$ cat src/rtl/threshold_preview_select.sv
// Side-by-side threshold preview boxes with frame-synchronous selection, arrow placement and confirm latch.
// Pixel path latency 2 cycles; no backpressure, runs free on the video timing.
module threshold_preview_select #(
    parameter int NUM_BOXES   = 4,
    parameter int PIX_W       = 12,
    parameter int THRESH_STEP = 800,
    parameter int X0          = 8,
    parameter int Y0          = 200,
    parameter int BOX_W       = 240,
    parameter int BOX_H       = 320,
    parameter int BOX_GAP     = 16,
    parameter int BORDER      = 4,
    parameter int ARROW_W     = 100,
    parameter int ARROW_Y     = 560,
    localparam int SEL_W      = $clog2(NUM_BOXES)
) (
    input  logic             clk_in,
    input  logic             rst_n_in,
    input  logic [10:0]      hcount_in,
    input  logic [9:0]       vcount_in,
    input  logic [PIX_W-1:0] pixel_in,
    input  logic             left_in,
    input  logic             right_in,
    input  logic             confirm_in,
    output logic             pixel_out,
    output logic             border_out,
    output logic [SEL_W-1:0] select_out,
    output logic [10:0]      arrow_x_out,
    output logic [9:0]       arrow_y_out,
    output logic [PIX_W-1:0] threshold_out,
    output logic             threshold_valid_out
);

    localparam int PITCH     = BOX_W + BOX_GAP;
    localparam int ARROW_OFF = (BOX_W - ARROW_W) / 2;

    localparam logic [9:0]  Y_TOP    = 10'(Y0);
    localparam logic [9:0]  Y_BOT    = 10'(Y0 + BOX_H);
    localparam logic [9:0]  Y_TOP_IN = 10'(Y0 + BORDER);
    localparam logic [9:0]  Y_BOT_IN = 10'(Y0 + BOX_H - BORDER);
    localparam logic [10:0] ARROW_X_RST = 11'(X0 + ARROW_OFF);

    // Widened product so large box counts saturate instead of wrapping at PIX_W.
    function automatic logic [PIX_W-1:0] sat_thresh(input int idx);
        logic [PIX_W+3:0] raw;
        raw = (PIX_W+4)'((idx + 1) * THRESH_STEP);
        if (raw > (PIX_W+4)'({PIX_W{1'b1}}))
            return {PIX_W{1'b1}};
        return raw[PIX_W-1:0];
    endfunction

    localparam logic [PIX_W-1:0] THRESH_RST = sat_thresh(0);

    logic [SEL_W-1:0] r_sel;
    logic [SEL_W-1:0] r_pend;
    logic [10:0]      r_arrow_x;
    logic [PIX_W-1:0] r_thresh;
    logic             r_thresh_vld;
    logic             r_left_q;
    logic             r_right_q;
    logic             r_confirm_q;
    logic             r_s1_in_box;
    logic             r_s1_border;
    logic             r_s1_cmp;
    logic             r_pix;
    logic             r_border;

    logic [PIX_W-1:0]     w_thr     [NUM_BOXES];
    logic [10:0]          w_arrow_x [NUM_BOXES];
    logic [NUM_BOXES-1:0] w_in_box;
    logic [NUM_BOXES-1:0] w_near_edge;
    logic [NUM_BOXES-1:0] w_cmp;
    logic [NUM_BOXES-1:0] w_sel_hot;
    logic                 w_in_y;
    logic                 w_y_edge;
    logic                 w_left_edge;
    logic                 w_right_edge;
    logic                 w_confirm_edge;
    logic                 w_frame_start;
    logic [SEL_W-1:0]     w_pend_next;

    assign w_in_y   = (vcount_in >= Y_TOP) && (vcount_in < Y_BOT);
    assign w_y_edge = (vcount_in < Y_TOP_IN) || (vcount_in >= Y_BOT_IN);

    generate
        for (genvar gi = 0; gi < NUM_BOXES; gi++) begin : g_box
            localparam logic [10:0]      XL    = 11'(X0 + gi * PITCH);
            localparam logic [10:0]      XR    = 11'(X0 + gi * PITCH + BOX_W);
            localparam logic [10:0]      XL_IN = 11'(X0 + gi * PITCH + BORDER);
            localparam logic [10:0]      XR_IN = 11'(X0 + gi * PITCH + BOX_W - BORDER);
            localparam logic [PIX_W-1:0] THR   = sat_thresh(gi);

            assign w_thr[gi]       = THR;
            assign w_arrow_x[gi]   = 11'(X0 + gi * PITCH + ARROW_OFF);
            assign w_in_box[gi]    = w_in_y && (hcount_in >= XL) && (hcount_in < XR);
            assign w_near_edge[gi] = w_y_edge || (hcount_in < XL_IN) || (hcount_in >= XR_IN);
            assign w_cmp[gi]       = (pixel_in >= THR);
            assign w_sel_hot[gi]   = (r_sel == SEL_W'(gi));
        end
    endgenerate

    assign w_left_edge    = left_in & ~r_left_q;
    assign w_right_edge   = right_in & ~r_right_q;
    assign w_confirm_edge = confirm_in & ~r_confirm_q;
    assign w_frame_start  = (hcount_in == 11'd0) && (vcount_in == 10'd0);

    // Opposing edges in the same cycle cancel.
    always_comb begin
        w_pend_next = r_pend;
        if (w_right_edge && !w_left_edge) begin
            if (r_pend == SEL_W'(NUM_BOXES - 1))
                w_pend_next = '0;
            else
                w_pend_next = r_pend + 1'b1;
        end else if (w_left_edge && !w_right_edge) begin
            if (r_pend == '0)
                w_pend_next = SEL_W'(NUM_BOXES - 1);
            else
                w_pend_next = r_pend - 1'b1;
        end
    end

    always_ff @(posedge clk_in or negedge rst_n_in) begin
        if (!rst_n_in) begin
            r_sel        <= '0;
            r_pend       <= '0;
            r_arrow_x    <= ARROW_X_RST;
            r_thresh     <= THRESH_RST;
            r_thresh_vld <= 1'b0;
            r_left_q     <= 1'b0;
            r_right_q    <= 1'b0;
            r_confirm_q  <= 1'b0;
        end else begin
            r_left_q     <= left_in;
            r_right_q    <= right_in;
            r_confirm_q  <= confirm_in;
            r_pend       <= w_pend_next;
            r_thresh_vld <= w_confirm_edge;
            // Confirm reads the active box, so a coincident frame start sees the old selection.
            if (w_confirm_edge)
                r_thresh <= w_thr[r_sel];
            if (w_frame_start) begin
                r_sel     <= r_pend;
                r_arrow_x <= w_arrow_x[r_pend];
            end
        end
    end

    always_ff @(posedge clk_in or negedge rst_n_in) begin
        if (!rst_n_in) begin
            r_s1_in_box <= 1'b0;
            r_s1_border <= 1'b0;
            r_s1_cmp    <= 1'b0;
            r_pix       <= 1'b0;
            r_border    <= 1'b0;
        end else begin
            r_s1_in_box <= |w_in_box;
            r_s1_border <= |(w_in_box & w_near_edge & w_sel_hot);
            r_s1_cmp    <= |(w_in_box & w_cmp);
            r_pix       <= r_s1_border | (r_s1_in_box & r_s1_cmp);
            r_border    <= r_s1_border;
        end
    end

    assign pixel_out           = r_pix;
    assign border_out          = r_border;
    assign select_out          = r_sel;
    assign arrow_x_out         = r_arrow_x;
    assign arrow_y_out         = 10'(ARROW_Y);
    assign threshold_out       = r_thresh;
    assign threshold_valid_out = r_thresh_vld;

endmodule

$ cat config.mk
export PLATFORM = sky130hd
export DESIGN_NAME = threshold_preview_select
export DESIGN_NICKNAME = d
export VERILOG_FILES = /design/src/rtl/threshold_preview_select.sv
export SDC_FILE = /design/constraint.sdc
export NUM_CORES = 1
export LEC_CHECK = 0
export ABC_AREA = 1
export BUFFER_PORTS_ARGS = -buffer_cell sky130_fd_sc_hd__buf_2
export CAP_MARGIN = 20
export CORE_ASPECT_RATIO = 1.1
export CORE_UTILIZATION = 45
export DETAILED_ROUTE_END_ITERATION = 12
export PLACE_DENSITY_LB_ADDON = 0.3
export SLEW_MARGIN = 20
export SYNTH_ARGS = -nofsm -noshare
export SYNTH_HDL_FRONTEND = slang
export SYNTH_SLANG_ARGS = --single-unit
$ cat constraint.sdc
create_clock -name clk_in -period 1.8 [get_ports clk_in]
set_clock_uncertainty 0.2 [all_clocks]
set_input_delay 0.36 -clock clk_in [delete_from_list [all_inputs] [get_ports clk_in]]
set_output_delay 0.36 -clock clk_in [all_outputs]
set_load 0.01 [all_outputs]
* Yosys cells after proc, flatten, opt, wreduce, memory -nomap -nowiden
Index checks and enable logic that the tools add are counted. W data, S select, Z words.
Word-level totals: bits in registers 36, input port bits 38, output and inout port bits 38, word-level logic and storage cells 99
Operators by class: add/subtract/negate cells 2, $lt $le $gt $ge 26, equal/unequal tests 4, multiplexer cells 10, bitwise gates (word level) 13, reductions and logical operators 31
Operators with widths (number):
- $ge A11 B10 Y1 const B | 4
- $lt A11 B10 Y1 const B | 4
- $bmux W12 S2 | 1
- $ge A12 B12 Y1 const B | 2
- $mux W12 | 2
- $bmux W11 S2 | 1
- $ge A11 B9 Y1 const B | 2
- $lt A11 B9 Y1 const B | 2
- $mux W11 | 2
- $and A4 B4 Y4 | 3
- $ge A12 B10 Y1 const B | 1
- $ge A12 B11 Y1 const B | 1
- $logic_and A1 B1 Y1 | 12
- $reduce_or A4 Y1 | 3
- $ge A11 B4 Y1 const B | 1
- $ge A11 B8 Y1 const B | 1
- $logic_not A11 Y1 | 1
- $lt A11 B4 Y1 const B | 1
- $lt A11 B8 Y1 const B | 1
- $ge A10 B10 Y1 const B | 1
- $ge A10 B8 Y1 const B | 1
- $logic_not A10 Y1 | 1
- $lt A10 B10 Y1 const B | 1
- $lt A10 B8 Y1 const B | 1
- other kinds (14) | 36

* Longest topological paths before layout
Gate-level depths: netlist of the first run.
word-level depth 7, mapped depth 10, mapped depth without buffers 10

* Least setup slack after synthesis of the first run
Ideal clock, no wire load.
path type in2reg, start point input vcount_in[8], end point register r_s1_border, setup time 119 ps, data arrival time 1139 ps, required time 1481 ps, setup slack 342 ps, cell stages on the path 9, buffers on the path 1, cell sequence nor2_1 > inv_1 > a21oi_1 > nor2_2 > buf_4 > nand4_1 > nor2_1 > nor2_1 > nand2_1
Between the ends: word-level cells in the longest chain between the ends 7, elaborated cells on any way between the ends 25, those cells by class order compare: 4; bitwise: 2; reduce/logical: 19
RTL lines:
- start, declared | line 20 | input logic [9:0] vcount_in,
- $ge A10 B8 Y1 (tied with other cells) | line 82 | assign w_in_y = (vcount_in >= Y_TOP) && (vcount_in < Y_BOT);
- $logic_and A1 B1 Y1 / $logic_or A1 B1 Y1 (equally long branches) | line 82, 83
- $logic_and A1 B1 Y1 / $logic_or A1 B1 Y1 (equally long branches) (2 in series) | line 95, 96
- $and A4 B4 Y4 * (2 in series) | line 158 | r_s1_border <= |(w_in_box & w_near_edge & w_sel_hot);
- $reduce_or A4 Y1 * | line 158
- end signal, assigned | line 158
- end, declared | line 63 | logic r_s1_border;
Mark *: on every way between the ends. The rest lies on a longest branch, timed or not. A chain may end at the register's enable or synchronous reset.

* Worst setup path in the final report of the first run
start point input confirm_in, end point register r_thresh[11] (netlist: threshold_out[11])
Between the ends: word-level cells in the longest chain between the ends 1
RTL lines:
- start, declared | line 24 | input logic confirm_in,
- $and A1 B1 Y1 | line 104 | assign w_confirm_edge = confirm_in & ~r_confirm_q;
- named net w_confirm_edge | line 78 | logic w_confirm_edge;
- end signal, assigned | line 141 | r_thresh <= w_thr[r_sel];
- end, declared | line 57 | logic [PIX_W-1:0] r_thresh;
The timed path passes the listed nets, and every way through them passes these cells.

==> reports/qor.yml, run 1 <==
die_width_um: 59.8
outcome: "finished clean"
required_ns: 1.77
ys_ff_latch: 19
cts_max_level: 1
nFillCells: 368
synthesis.area_mm2: 0.00165
ios: 76
coreArea_mm2: 0.00341
worstRegToRegCells: 6
leakage_uw: 0.00106
cap_viol_max_count: 0
worstHoldEndpoint: "r_s1_cmp$_DFF_PN0_"
maxSlewViolCount: 0
fp.dieArea_mm2: 0.00392
synth_edf_count: 0
grt_pass1_wl_mm: 5.26
num_vias: 1539
vdd.ir_drop.worst_mv: 0.207
hold_depth: 3
finalHoldViolCount: 0
grt_setup_unrepaired: "false"
numCtsBuffers: 3
finalWorstPathRequiredPeriod_ns: 1.66
cts_resized: 0
area_delta_synth_final_pct: 14.3
post-cts-setup-buffers: 0
wirelength_mm: 3.07
port_buffers: 46
startpoint_type: "input port"
initialDrtViolationCount: 50
clockRootBuffer: "clkbuf_4"
worst_slack_ns: 0.139
grt_max_degree: 20
grtUsageTotal_pct: 17.1
nNetsFinal: 342
clk_pin_slew_worst_paths_ns: 0.09
grt_pass1_vias: 1281
end_kind: "register"
synth.area.top_cells: "dfrtp_1, nand2_1, buf_4, nor2_1, inv_1"
die_y_um: 65.6
path_max_fanout: 9
std_cell_rows: 22
cts_tree: "built"
max_freq_mhz: 602
clk_path_buf_depth: 2
r2r_start: "select_out[0]$_DFFE_PN0P_"
hpwl_mm: 2.54
ys_warn_count: 0
gp_congestion: 0.908
synth-main-ff-cell: "dfrtp_1"
vias_per_cell: 4.47
gr-total-overflow: 0
hold_start: "pixel_in[11]"
regArea_um2: 478
n_antenna_cell: 0
synth_common_cells: "nand2_1, nor2_1, buf_4, inv_1, nand3_1"
reg2reg_to: "r_s1_border$_DFF_PN0_"
yosysMostFrequentCell: "nand2_1"
clkSinkCount: 19
drive_gt1_share_pct: 25.0
yosys.area.top_type: "dfrtp_1"
start_util_pct: 48.5
drcViolationCount: 0
syn_inst: 247
synth.distinct_cells: 25
hold_class: "input port to register"
synth_top_area_share_pct: 25.7
arrival_ns: 1.63
finalCritPeriodShare_pct: 92.3
syn_avg_cell_area_um2: 6.70
ys_seq_area_share_pct: 28.9
crit_type: "input port to register"
antenna_found_initial: 0
multiInputGateArea_um2: 936
async_flop_share_pct: 100
ant_nets: 0
dp_worst_setup_slack_ns: 0.0142
clk_latency_ns: 0.28
drt-pass1-iter-count: 4
fin_tns_setup_ns: 0
post_drt_wl_per_cell_um: 8.92
setup_viol: 0
p_per_area_mw_per_mm2: 524
rrSetupSlack_ns: 0.44
==> routing by layer <==
metal | share of wire (%) | GRT usage (%) | up-vias
met5 | 0 | 0 | -
met1 | 47 | 22.8 | 664
met4 | 0.88 | 6.10 | 0
met2 | 49 | 28.9 | 41
met3 | 2.6 | 0.591 | 2
li1 | - | - | 832
==> registers in the layout, indices dropped and copies added (netlist names) <==
register / count
r_pend: 2
r_right_q: 1
r_left_q: 1
pixel_out: 1
threshold_out: 6
border_out: 1
r_s1_cmp: 1
r_s1_border: 1
r_s1_in_box: 1
select_out: 2
r_confirm_q: 1
threshold_valid_out: 1
==> worst max path at each step <==
| stage | from | to | depth (start not counted) |
|---|---|---|---|
| finish | confirm_in | threshold_out[11]$_DFFE_PN0P_ | 7 |
| global route | confirm_in | threshold_out[11]$_DFFE_PN0P_ | 7 |
| CTS | confirm_in | threshold_out[11]$_DFFE_PN0P_ | 7 |
| detailed placement | vcount_in[5] | r_s1_border$_DFF_PN0_ | 10 |
| global placement | vcount_in[6] | r_s1_border$_DFF_PN0_ | 10 |
| floorplan | vcount_in[8] | r_s1_border$_DFF_PN0_ | 9 |
==> report_power, final <==
group,switching (uW),internal [uW],total [uW]
Combinational,189,114,303
Sequential,24.5,466,491
Clock,112,85.9,197
==> timing repair <==
item	4_1_cts	5_1_grt
setup endpoints to repair	0	0
endpoints found under the hold margin	20	0
hold buffers	4	0
==> through the flow <==
step	util [%]	power [uW]	hold slack (ns)	instance area, um2	std cells
detailed placement	53.4	797	0.105	1820	336
floorplan	-	733	-0.136	1740	269
finish	55.4	991	0.121	1890	344
CTS	55.4	1000	0.120	1890	344
global route	55.4	1080	0.129	1890	344
global placement	53.4	789	0.105	1820	336
==> critical path, stage by stage <==
cell           delay [ns]
dlygate4sd3_1        0.53
buf_2                0.11
inv_1                0.03
nor2_1               0.23
inv_1                0.20
nand2_1              0.10
o21ai_0              0.07
==> cell usage in the layout (no fill, tap or decap) <==
master and count:
conb_1 24, o21ai_2 1, a21o_1 1, xor2_1 1, a21oi_2 2, nor2_1 33, nor2_4 2, clkbuf_4 3
a21oi_1 4, nand3b_1 1, dlygate4sd3_1 4, nand2_2 5, o21ai_1 3, nand2_1 60, nand2_4 1, nor4_2 1
nand3_1 18, buf_4 1, nand4_1 8, inv_2 5, nor2_2 5, ha_1 7, dfrtp_1 17, dfstp_2 2
clkbuf_1 1, nor3_1 4, buf_2 46, inv_1 25, o21ai_0 11
==> cells by family (layout without fill, tap and decap cells) <==
logic type | after synthesis | in the layout | share of synthesized area [%]
AO/OA/AOI/OAI | 22 | 22 | 7.49
flip-flops | 19 | 19 | 28.9
AND/OR/NAND/NOR | 138 | 138 | 37.8
adder cells (fa/ha/maj) | 7 | 7 | 5.29
other | 2 | 24 | 0.454
XOR/XNOR | 1 | 1 | 0.530
buffers and inverters | 58 | 85 | 19.5
==> final cells by class <==
| cell class | instances | share of cell area (%) |
|---|---|---|
| Clock buffer | 4 | 1.39 |
| Timing Repair Buffer | 51 | 14.7 |
| Sequential cell | 19 | 25.3 |
| Inverter | 30 | 5.96 |
| Tap cell | 48 | 3.18 |
| Multi-Input combinational cell | 192 | 49.5 |
No activity file was read; power rests on OpenSTA's default activity.
==> inputs of run 2 (changes only) <==
Settings changed: ABC_AREA 1 to unset, CORE_UTILIZATION 45 to 43.
==> reports/qor.yml, run 2 <==
outcome: "finished clean"
fp.dieArea_mm2: 0.00314
synth_top_area_share_pct: 33.9
coreArea_mm2: 0.00278
ys_warn_count: 0
clk_latency_ns: 0.30
crit_path_top_delay_cell: "dlygate4sd3_1"
path_max_fanout: 4
layout_commonest_cell: "buf_2"
synthMuxAreaShare_pct: 5.99
clk_path_buf_depth: 2
synthesis.area_mm2: 0.00125
gp_congestion: 0.799
regArea_um2: 478
gr-total-overflow: 0
yosys.area.top_type: "dfrtp_1"
synth-simple-area-share_pct: 15.3
finalHoldViolCount: 0
startpoint_type: "input port"
hold_class: "input port to register"
whs_ns: 0.136
num_vias: 994
nFillCells: 252
fin_area_mm2: 0.00149
required_ns: 1.80
synth.distinct_cells: 36
power.total_uw: 967
grt_pass1_vias: 920
ios: 76
grt_pass1_wl_mm: 4.01
path_delay_family: "buffers and inverters"
drcViolationCount: 0
largest_reg_flops: 6
worstRegToRegCells: 4
antenna_found_initial: 0
ys_ff_latch: 19
die_width_um: 53.5
syn_inst: 125
std_cell_rows: 20
clkSinkCount: 19
reg2reg_to: "r_s1_border$_DFF_PN0_"
async_flop_share_pct: 100
finalWorstPathRequiredPeriod_ns: 1.74
port_buffers: 46
synth_edf_count: 0
rrSetupSlack_ns: 0.07
synth_common_cells: "buf_4, dfrtp_1, o21ai_0, ha_1"
crit_buf_inv: 2
vias_per_cell: 4.78
post_drt_wl_per_cell_um: 11.6
vdd.ir_drop.worst_mv: 0.420
initialDrtViolationCount: 11
yosysMostFrequentCell: "buf_4"
worst_path_largest_cell_delay_ns: 0.55
critPathCapture: "r_pend[0]$_DFFE_PN0P_"
numCtsBuffers: 3
grtUsageTotal_pct: 17.2
drt-pass1-iter-count: 4
clockRootBuffer: "clkbuf_4"
synth_xor_area_share_pct: 1.40
fin_util_pct: 53.6
syn_avg_cell_area_um2: 10.0
r2r_start: "select_out[0]$_DFFE_PN0P_"
area_delta_synth_final_pct: 18.7
crit_type: "input port to register"
wirelength_mm: 2.41
synthAdderAreaFrac_pct: 6.99
hpwl_mm: 1.97
startpoint: "right_in"
die_y_um: 58.6
n_antenna_cell: 0
max_freq_mhz: 574
grt_setup_unrepaired: "false"
nNetsFinal: 221
final_cell_mix: "buf_2, conb_1, dfrtp_1, o21ai_0, ha_1"
synth_compound_area_share_pct: 13.1
finalCritPeriodShare_pct: 96.8
ant_nets: 0
ys_seq_area_share_pct: 38.1
leakage_uw: 0.000774
synth_top_family_by_area: "buffers and inverters"
setup_viol: 0
cts_tree: "built"
arrival_ns: 1.74
cap_viol_max_count: 0
fin_tns_setup_ns: 0
placed_cell_area_mm2: 0.00141
end_kind: "register"
maxSlewViolCount: 0
start_util_pct: 45.1
grt_max_degree: 20
multiInputGateArea_um2: 626
cp_cell_sequence: "dlygate4sd3_1 > buf_2 > nor2b_1 > ha_1 > nor2_1 > a21oi_1 > o21ai_1"
cts_max_level: 1
p_per_area_mw_per_mm2: 650
synth-main-ff-cell: "dfrtp_1"
synth.area.top_cells: "dfrtp_1, buf_4, ha_1, dfstp_2, o21ai_0"
clk_pin_slew_worst_paths_ns: 0.11
worst-path-stages: 7
drive_gt1_share_pct: 36.0
-- run 2: layout make-up --
type / count / area share (%)
Multi-Input combinational cell: 93 / 42.1
Clock buffer: 3 / 1.51
Sequential cell: 19 / 32.1
Inverter: 6 / 1.51
Timing Repair Buffer: 53 / 19.7
Clock inverter: 1 / 0.336
Tap cell: 33 / 2.78
-- run 2: where the power goes --
group          switching, uW  internal (uW)  total (uW)
clock network            134           82.9         216
registers               30.7            462         493
logic                    145            112         258
-- run 2: worst min path at each step --
stage	cells past startpoint	startpoint	slack (ns)	to
2_1_floorplan	0	rst_n_in	-0.14	border_out$_DFF_PN0_
3_3_place_gp	1	rst_n_in	0.10	r_confirm_q$_DFF_PN0_
3_5_place_dp	1	rst_n_in	0.12	r_confirm_q$_DFF_PN0_
4_1_cts	2	vcount_in[9]	0.14	r_s1_in_box$_DFF_PN0_
5_1_grt	2	vcount_in[9]	0.16	r_s1_in_box$_DFF_PN0_
6_report	2	vcount_in[9]	0.14	r_s1_in_box$_DFF_PN0_
-- run 2: cell families (layout without fill, tap and decap cells) --
kind of cell	count (synthesis)	after routing
adder cells (fa/ha/maj)	7	7
XOR/XNOR	2	2
flip-flops	19	19
AND/OR/NAND/NOR	32	32
multiplexers	6	6
other	2	24
AO/OA/AOI/OAI	22	22
buffers and inverters	35	63
-- run 2: worst reg2reg max path, cell delays in order, from the launching register on --
cell,delay (ns)
dfrtp_1,0.44
inv_1,0.12
ha_1,0.22
mux4_2,0.47
and3_1,0.17
-- run 2: metrics by stage --
step / instances / setup WS, ns
after floorplan: 147 / 0.141
after global placement: 199 / 0.0697
after detailed placement: 199 / 0.0122
after CTS: 207 / 0.0679
after global routing: 208 / 0.000130
final: 208 / 0.0578
-- run 2: repair_timing --
action,in CTS,in global routing
setup endpoints to repair,0,1
gates resized for setup,0,1
endpoints found under the hold margin,20,0
hold buffers,4,0
buffers inserted,0,1
-- run 2: layer usage --
| metal | vias to the layer above | track usage [%] | wire, um |
|---|---|---|---|
| li1 | 489 | - | - |
| met5 | - | 0 | 0 |
| met2 | 38 | 30.2 | 1270 |
| met1 | 462 | 20.6 | 980 |
| met4 | 0 | 6.77 | 44 |
| met3 | 5 | 2.58 | 111 |
